### src/rtl/mac_tile_cfg.sv
// Dual-mode (weight-stationary / output-stationary) systolic-array PE with
// configurable widths, kernel size, optional ReLU and a two-bank OFIFO drain.
module mac_tile_cfg #(
  parameter int bw       = 4,
  parameter int psum_bw  = 16,
  parameter int acc_kij  = 9,
  parameter int input_ch = 3,
  parameter int relu_en  = 1
) (
  input  logic               clk,
  input  logic               reset,
  input  logic               mode,
  input  logic [bw-1:0]      in_w,
  input  logic [psum_bw-1:0] in_n,
  input  logic [1:0]         inst_w,
  output logic [bw-1:0]      out_e,
  output logic [1:0]         inst_e,
  output logic [psum_bw-1:0] out_s,
  output logic               ififo_loop,
  output logic [psum_bw-1:0] os_out,
  output logic               os_out_valid,
  input  logic               os_out_ready,
  output logic               out_stall
);

  localparam int N  = acc_kij * input_ch;
  localparam int CW = $clog2(N + 1);
  localparam int KW = $clog2(acc_kij + 1);

  logic [bw-1:0]      a_q, b_q;
  logic [psum_bw-1:0] c_q, acc;
  logic [1:0]         inst_q;
  logic               load_ready, pv;
  logic [CW-1:0]      cnt;
  logic [KW-1:0]      kcnt;
  logic [psum_bw-1:0] bank [2];
  logic [1:0]         full;
  logic               head, tail;

  logic [psum_bw-1:0] a_ext, b_ext, prod, sum, result;
  logic               step, last_prod, bank_wr, xfer;

  // Unsigned activation times signed weight; low psum_bw bits are exact mod 2^psum_bw.
  always_comb begin
    a_ext  = {{(psum_bw-bw){1'b0}}, a_q};
    b_ext  = {{(psum_bw-bw){b_q[bw-1]}}, b_q};
    prod   = a_ext * b_ext;
    sum    = acc + prod;
    result = ((relu_en != 0) && sum[psum_bw-1]) ? '0 : sum;
  end

  assign step      = mode && inst_w[1] && !out_stall;
  assign last_prod = (cnt == CW'(N - 1));
  assign bank_wr   = pv && last_prod;
  assign xfer      = os_out_valid && os_out_ready;

  assign out_e        = a_q;
  assign inst_e       = inst_q;
  assign out_s        = mode ? {{(psum_bw-bw){1'b0}}, b_q} : prod + c_q;
  assign ififo_loop   = pv && (kcnt == KW'(acc_kij - 1));
  assign os_out_valid = full[head];
  assign os_out       = os_out_valid ? bank[head] : '0;
  assign out_stall    = &full;

  always_ff @(posedge clk or negedge reset) begin
    if (!reset) begin
      a_q        <= '0;
      b_q        <= '0;
      c_q        <= '0;
      acc        <= '0;
      inst_q     <= '0;
      load_ready <= 1'b1;
      pv         <= 1'b0;
      cnt        <= '0;
      kcnt       <= '0;
      bank[0]    <= '0;
      bank[1]    <= '0;
      full       <= '0;
      head       <= 1'b0;
      tail       <= 1'b0;
    end else begin
      inst_q[1] <= inst_w[1];
      if (!mode) begin
        c_q <= in_n;
        if (inst_w != 2'b00) a_q <= in_w;
        if (inst_w[0] && load_ready) begin
          b_q        <= in_w;
          load_ready <= 1'b0;
        end
        // First load word is consumed locally; later ones travel east.
        if (!load_ready) inst_q[0] <= inst_w[0];
        pv   <= 1'b0;
        acc  <= '0;
        cnt  <= '0;
        kcnt <= '0;
      end else begin
        pv <= step;
        if (step) begin
          a_q <= in_w;
          b_q <= in_n[bw-1:0];
        end
        if (pv) begin
          kcnt <= (kcnt == KW'(acc_kij - 1)) ? '0 : kcnt + KW'(1);
          if (!last_prod) begin
            acc <= sum;
            cnt <= cnt + CW'(1);
          end else begin
            acc <= '0;
            cnt <= '0;
          end
        end
      end
      // Write and drain target different banks whenever both fire together.
      if (bank_wr) begin
        bank[tail] <= result;
        full[tail] <= 1'b1;
        tail       <= ~tail;
      end
      if (xfer) begin
        full[head] <= 1'b0;
        head       <= ~head;
      end
    end
  end

endmodule

### config.mk
export PLATFORM = sky130hd
export DESIGN_NAME = mac_tile_cfg
export DESIGN_NICKNAME = d
export VERILOG_FILES = /design/src/rtl/mac_tile_cfg.sv
export SDC_FILE = /design/constraint.sdc
export NUM_CORES = 1
export LEC_CHECK = 0
export BUFFER_PORTS_ARGS = -buffer_cell sky130_fd_sc_hd__buf_2
export CORE_UTILIZATION = 55
export CTS_CLUSTER_DIAMETER = 30
export DETAILED_ROUTE_END_ITERATION = 7
export HOLD_SLACK_MARGIN = 0.15
export PLACE_DENSITY_LB_ADDON = 0.25
export SYNTH_ARGS = -nofsm -noshare
export SYNTH_HDL_FRONTEND = slang
export SYNTH_SLANG_ARGS = --single-unit
### constraint.sdc
create_clock -name clk -period 9.44 [get_ports clk]
set_clock_uncertainty 0.1 [all_clocks]
set_input_delay 1.888 -clock clk [delete_from_list [all_inputs] [get_ports clk]]
set_output_delay 1.888 -clock clk [all_outputs]
set_load 0.05 [all_outputs]
# [Word-level counts from Yosys, hierarchy flattened]
# Cells that the tools add are included.
[word_totals] regBits=89 latchBits=0 ram_bits=0 rom_bits=0 in_bits=26 output_inout_bits=41 elab_cells=91 mem_count=0
[classes] add_sub_neg=4 mul=1 div_mod_pow=0 magnitude_cmp=7 eq_ne=4 n_shift=0 muxes=33 bitwise=9 reduce_logical=18
[ops] operator="two-way mux 16 bit" count=9
[ops] operator="two-way mux 4 bit" count=9
[ops] operator="adder 16 bit" count=2
[ops] operator="bitwise mux 32 bit" count=1
[ops] operator="demux 16 bit (select 1 bit)" count=1
[ops] operator="two-way mux 15 bit" count=1
[ops] operator="two-way mux 5 bit" count=3
[ops] operator="AND reduction 2 bit" count=5
[ops] operator="logical AND 1 bit" count=9
[ops] operator="multiplier 5 x 4 -> 9 bit" count=1
[ops] operator="nonzero test 2 bit" count=3
[ops] operator="adder 5 x 1 -> 5 bit (second input constant)" count=1
[ops] operator="== test 5 bit (second input constant)" count=1
[ops] operator="two-way mux 1 bit" count=5
[ops] operator="adder 4 x 1 -> 4 bit (second input constant)" count=1
[ops] operator="== test 4 bit (second input constant)" count=1
[ops] operator=">= comparator 2 bit (second input constant)" count=2
[ops] operator="< comparator 1 x 2 -> 1 bit (second input constant)" count=2
[ops] operator="two-way mux 2 bit" count=2
[ops] operator="inequality test 2 x 1 -> 1 bit (second input constant)" count=2
[ops] operator="NOT 1 bit" count=4
[ops] operator="NOT 1 -> 2 bit" count=2
[ops] operator="AND 2 bit" count=1
[ops] operator="demux 1 bit (select 1 bit)" count=2
[ops] operator="other kinds (5)" count=6

# [Depth between registers and ports, before layout]
# Gate-level depths: netlist (run 1).
[logic_depth] depth_word=8 mapped_depth=21 ltp_nobuf=20

# [Worst setup path after synthesis (run 1)]
# OpenSTA, ideal clock, no wires.
[synth_timing] kind="reg2out" start="register a_q[0], in the netlist out_e[0]" end="output out_s[14]" arrival_ns=5.794 required_ns=7.452 path_slack_ns=1.658 stages_incl_launch_ff=17 n_path_buf=0 path_cell_list="dfrtp_1 nand2b_1 fa_1 fa_1 fa_1 inv_1 ha_1 a211oi_1 o21bai_1 a21oi_2 xnor2_1 ha_1 and4_1 a211oi_1 o21ai_0 and3_1 nor3_1"
[synth_via] elab_chain_len=3
[synth_lines] element="start: declaration" line_no="30" rtl="logic [bw-1:0] a_q, b_q;"
[synth_lines] element="start signal: assignment" line_no="85" rtl="if (inst_w != 2'b00) a_q <= in_w;"
[synth_lines] element="start signal: assignment" line_no="99" rtl="a_q <= in_w;"
[synth_lines] element="multiplier 5 x 4 -> 9 bit" line_no="47" rtl="prod = a_ext * b_ext;"
[synth_lines] element="adder 16 bit" line_no="59" rtl="assign out_s = mode ? {{(psum_bw-bw){1'b0}}, b_q} : prod + c_q;"
[synth_lines] element="two-way mux 16 bit" line_no="59"
[synth_lines] element="end: declaration" line_no="18" rtl="output logic [psum_bw-1:0] out_s,"
# Every way passes these cells.

# [Worst setup path after layout (run 1)]
[layout_timing] start="register a_q[0], in the netlist out_e[0]" end="output out_s[13]"
# The elaborated chain is that of the path after synthesis.

==> metrics.txt, run 1 <==
post-CTS sizing=0; CTS tree=yes; cell count after synthesis=616; global-route wire length before repair=21900 um; fraction of layout cells with a size suffix above 1=18.0%; fin crit share=81.7%; outcome=completed; Core Box Area=0.0103 mm2; largest net degree at the start of global routing=88; crit path max fanout=7; clk sinks=87; Hold Path Cell Cnt=2; EDFF count, synth=0; H-tree depth=3; Max-cap violations=0; via count=4666; Skew-Pair Late Insertion Delay=0.36 ns; IO Port Bufs=65; final cell count without fillers=814; critical path required time=7.45 ns; routability cong.=0.869; sequential fraction of the synthesis area=37.4%; Post-synth ARST share=100%; Seq cells post-synth=87; library cells used by synthesis=58; Hold Crit Class=flop to flop; NumNets Final=758; Syn Area/Cell=9.46 um2; most common cell after layout, fill and taps aside=dfrtp_1; post-layout util=62.8%; number of hold buffers added after CTS=0; max_slew headroom=26.9%; Worst Tran Pin Value=1.10 ns; dpl cells=798; die area=0.0110 mm2; All-Layer GR Usage=25.0%; R2R cell count=18; synth warn=0; Max Clock Freq=130 MHz; Lkg Pwr=3.19 nW; Clk Tree Root Cell=clkbuf_8; Post-Syn Nets=701; postcts setup bufs=0; Total Wirelength=12700 um; initial antenna violation count=0; die width=105 um; mapped cell area=0.00583 mm2; Final Hold Vio Count=0; site row count=37; Final setup viols=0; top_reg_cell synth=dfrtp_1; Setup CP Type=flop to output pin; Startpoint Class=flop; RSZ-0062 raised after global routing=no; Initial Utilization=56.7%; vias in the first global route=4590; ANT nets after route=0; Slew Viols, Final=0; per-cell routed wire length=15.7 um; io pins=67; most frequent cells in the layout=dfrtp_1, nand2_1, buf_2, ha_1, nor2_1; drc violations=0; Avg Vias per Cell=5.73; Die H=105 um; area delta synth->final=10.7%; First-pass DRT Iterations=4; setup TNS=0 ns; initial DRC count=265; pwr dens=220 mW/mm2; grt ovf=0; Tmin final=7.71 ns; Reg clk slew, reported paths=0.09 ns; worst path arrival time=5.73 ns; Max VDD drop=0.137 mV; DPL Wire Length=9480 um; clock buffer depth=2; CTS buffer count=9; Crit. End Element=output pin; worst setup margin=1.73 ns; pre-CTS setup slack=2.19 ns; antenna fix cells=0
## cells in the mapped netlist, types with 2 or more instances
| master | instances | share of area [%] |
|---|---|---|
| clkbuf_1 | 17 | 1.1 |
| nor3_1 | 7 | 0.60 |
| dfrtp_1 | 86 | 37 |
| o21ai_0 | 35 | 3.0 |
| a21boi_0 | 2 | 0.26 |
| fa_1 | 7 | 2.4 |
| o21bai_1 | 6 | 0.77 |
| nand2b_1 | 6 | 0.64 |
| a21o_1 | 11 | 1.4 |
| nand3_1 | 3 | 0.26 |
| a21oi_1 | 30 | 2.6 |
| nor2_1 | 50 | 3.2 |
| mux2i_1 | 21 | 3.6 |
| nand2_1 | 76 | 4.9 |
| and3_1 | 6 | 0.64 |
| nand4_1 | 8 | 0.86 |
| inv_1 | 38 | 2.4 |
| xor2_1 | 10 | 1.5 |
| o2111ai_1 | 2 | 0.30 |
| ha_1 | 52 | 11 |
| nor2b_1 | 5 | 0.54 |
| a31o_2 | 2 | 0.30 |
| a31oi_1 | 6 | 0.64 |
| a211o_1 | 3 | 0.45 |
| xnor2_1 | 16 | 2.4 |
| mux2_2 | 26 | 5.0 |
| o21a_1 | 3 | 0.39 |
| or2_2 | 3 | 0.32 |
| xnor3_1 | 2 | 0.77 |
| o22ai_1 | 2 | 0.21 |
| buf_6 | 3 | 0.58 |
| o31ai_1 | 34 | 4.4 |
| and2_1 | 8 | 0.86 |
| or3_1 | 2 | 0.21 |
| a211oi_1 | 5 | 0.64 |
## where the power goes
part | switching, mW | internal [mW]
registers | 0.0413 | 0.398
logic | 0.455 | 0.252
clock network | 0.140 | 0.131
## logic make-up (layout without fill, tap and decap cells)
group	count (synthesis)	after routing	synth area share, %
multiplexers	47	47	8.63
AND/OR/NAND/NOR	178	178	13.6
buffers and inverters	62	124	4.49
flip-flops	87	87	37.4
adder cells (fa/ha/maj)	59	59	13.6
AO/OA/AOI/OAI	153	153	17.3
XOR/XNOR	29	29	4.96
other	1	1	0.0643
## per-stage QoR
stage	power (mW)	hold WS [ns]	instance area [um2]
global placement	1.13	0.358	6240
global route	1.52	0.404	6450
CTS	1.42	0.385	6450
floorplan	0.993	0.348	5830
detailed placement	1.15	0.365	6240
finish	1.42	0.379	6450
## flip-flops by register name, summed over array words and instances, names as in the netlist
register	cells
cnt	5
full	2
out_e	4
inst_e	2
kcnt	4
acc	16
head	1
pv	1
c_q	16
load_ready	1
bank	30
b_q	4
tail	1
## worst max-delay path, cell delays in order, from the launching register on
cell       delay [ns]
dfrtp_1          0.42
nand2b_1         0.18
fa_1             0.51
fa_1             0.60
fa_1             0.42
inv_1            0.06
ha_1             0.19
inv_1            0.07
fa_1             0.40
inv_1            0.07
a21o_1           0.11
a21oi_1          0.08
xnor2_1          0.21
ha_1             0.35
a21o_1           0.20
a21o_1           0.22
o2bb2ai_1        0.15
a41o_1           0.27
o31ai_1          0.28
mux2_2           0.36
buf_2            0.21
## final cells by class
class	count	area, um2
Multi-Input combinational cell	467	3390
Timing Repair Buffer	70	365
Fill cell	882	3830
Sequential cell	87	2180
Inverter	38	143
Tap cell	136	170
Clock inverter	6	67.6
Clock buffer	10	138
## routing by layer
layer | global-route usage (%) | share of wire [%]
met3 | 4.12 | 4.4
met1 | 34.8 | 48
met4 | 8.15 | 1.3
met5 | 0 | 0
met2 | 39.9 | 47
## worst paths after layout
kind | startpoint | to | slack [ns]
hold reg to reg | bank[14] | bank[14] | 0.38
setup / recovery | out_e[0] | out_s[13] | 1.73
max in group asynchronous | reset | out_e[0] | 6.92
min in group asynchronous | reset | bank[25] | 1.63
hold / removal | bank[14] | bank[14] | 0.38
setup reg to reg | out_e[0] | bank[13] | 3.92
No activity file was read; power rests on OpenSTA's default activity.
==> run 2, diff against run 1 <==
==> constraint.sdc (replaced) <==
create_clock -name clk -period 7.4 [get_ports clk]
set_clock_uncertainty 0.1 [all_clocks]
set_input_delay 1.48 -clock clk [delete_from_list [all_inputs] [get_ports clk]]
set_output_delay 1.48 -clock clk [all_outputs]
set_load 0.05 [all_outputs]
==> run 2 against run 1 <==
Cell count unchanged; sequential cell count unchanged; combinational power increased by 29%; design area about the same; largest cell class unchanged; largest power group unchanged; global-route usage decreased by 0.36 points; core utilization about the same; setup slack got worse by 1.4 ns; critical path type unchanged; count of clock-buffer cells in the layout increased by 1; die area unchanged; total power increased by 26%.
==> metrics.txt, run 2 (same netlist as run 1, synthesis figures left out) <==
outcome=completed; fraction of layout cells with a size suffix above 1=18.6% (+0.59 points); Core Box Area=0.0103 mm2 (unchanged); die area=0.0110 mm2 (unchanged); Setup CP Type=flop to output pin; site row count=37 (unchanged); worst path arrival time=5.54 ns (-0.19 ns); First-pass DRT Iterations=4 (unchanged); per-cell routed wire length=15.5 um (-0.91%); Tmin final=7.12 ns; Total Power=1.79 mW (+26%); Post-DP Area=0.00624 mm2 (unchanged); antenna fix cells=0 (unchanged); reg2reg start=out_e[0]; Post-Layout Inst Area=0.00645 mm2 (about the same); global-route wire length before repair=21800 um (-0.35%); pwr dens=278 mW/mm2 (+26%); Final setup viols=0 (unchanged); max_slew headroom=26.7% (-0.23 points); Max-cap violations=0 (unchanged); met3 WL=493 um (-11%); clock buffer depth=2 (unchanged); Reg clk slew, reported paths=0.09 ns (about the same); max reg flops=30 (unchanged); max layer used=met4; Hold Crit Class=flop to flop; CTS buffer count=9 (unchanged); vias in the first global route=4541 (-1.1%); number of hold buffers added after CTS=0 (unchanged); Total Wirelength=12600 um (-0.91%); top flop regs=bank: 30 flops, acc: 16 flops, c_q: 16 flops; R2R cell count=18 (unchanged); most frequent cells in the layout=dfrtp_1, nand2_1, buf_2, ha_1, nor2_1; Initial Utilization=56.7% (unchanged); Avg Vias per Cell=5.76 (+0.41%); area delta synth->final=10.7% (about the same); routability cong.=0.879 (+1.1%); io pins=67 (unchanged); crit path max fanout=6 (-1); clk sinks=87 (unchanged); Clk Tree Root Cell=clkbuf_8; Lkg Pwr=3.19 nW (about the same); Setup crit start=out_e[0]; Startpoint Class=flop; Skew-Pair Late Insertion Delay=0.37 ns (about the same); post-layout util=62.8% (about the same); Hold Path Cell Cnt=2 (unchanged); Reg with most FFs=bank; WL met2=5740 um (-3.6%); critical path required time=5.82 ns (-1.63 ns); All-Layer GR Usage=24.7% (-0.36 points); critical path endpoint=out_s[13]; CTS tree=yes; largest net degree at the start of global routing=88 (unchanged); Max VDD drop=0.176 mV (+28%); Die H=105 um (unchanged); via count=4685 (+0.41%); H-tree depth=3 (unchanged); setup TNS=0 ns (unchanged); drc violations=0 (unchanged); M1 wire length=6140 um (+1.3%); DPL Wire Length=9160 um (-3.3%); Worst Tran Pin Value=1.10 ns (+0.00344 ns); initial antenna violation count=0 (unchanged); Final Hold Vio Count=0 (unchanged); Max Clock Freq=141 MHz; Crit Reg-Reg Endpoint=bank[13]; NumNets Final=759 (+0.13%); initial DRC count=285 (+7.5%); grt ovf=0 (unchanged); Crit. End Element=output pin; die width=105 um (unchanged); reg-to-reg slack, setup=1.81 ns (-2.11 ns); fin crit share=96.2%; ANT nets after route=0 (unchanged); IO Port Bufs=65 (unchanged); most common cell after layout, fill and taps aside=dfrtp_1; Slew Viols, Final=0 (unchanged)
-- run 2: area by class of cell --
class,count,area (um2)
fill,888,3820
multi-input combinational,467,3410
sequential,87,2180
timing repair buffer,71,375
tap,136,170
clock buffer,11,151
inverter,38,143
clock inverter,4,30.0
-- run 2: per-layer routing --
metal,up-vias,track usage [%]
met5,-,0
met4,0,9.15
met3,15,3.31
met2,110,38.1
met1,2268,35.4
li1,2292,-
-- run 2: worst min path at each step --
stage / from / end / slack (ns)
after global routing: bank[14] / bank[14] / 0.41
after global placement: bank[24] / bank[24] / 0.36
after floorplan: bank[16] / bank[16] / 0.35
final: bank[6] / bank[6] / 0.38
after detailed placement: bank[24] / bank[24] / 0.37
after CTS: bank[24] / bank[24] / 0.39
-- run 2: repair_timing --
item / in CTS / in global routing
gates resized for setup: 0 / 5
setup buffers: 0 / 1
endpoints found under the setup margin: 0 / 3
-- run 2: where the power goes --
| group | total (mW) | internal, mW | switching (mW) | leakage, nW |
|---|---|---|---|---|
| registers | 0.561 | 0.508 | 0.0528 | 1.15 |
| logic | 0.912 | 0.326 | 0.586 | 1.95 |
| clock network | 0.319 | 0.140 | 0.179 | 0.0918 |
-- run 2: metrics by stage --
step,worst slack [ns],instances,hold WS [ns]
5_1_grt,-0.00319,814,0.411
2_1_floorplan,0.0260,616,0.348
3_3_place_gp,0.650,798,0.358
6_report,0.283,814,0.382
3_5_place_dp,0.596,798,0.367
4_1_cts,0.162,813,0.387
-- run 2: worst max-delay path: stages, from the launching register on --
cell	delay (ns)
dfrtp_1	0.42
nand2b_1	0.17
fa_1	0.47
fa_1	0.59
fa_1	0.42
inv_1	0.07
ha_1	0.19
inv_1	0.07
fa_2	0.36
inv_1	0.06
a21o_1	0.10
a21oi_1	0.07
xnor2_1	0.24
ha_2	0.34
a21o_1	0.18
a21o_1	0.21
o2bb2ai_1	0.13
a41o_1	0.27
o31ai_2	0.25
mux2_2	0.35
clkbuf_4	0.21
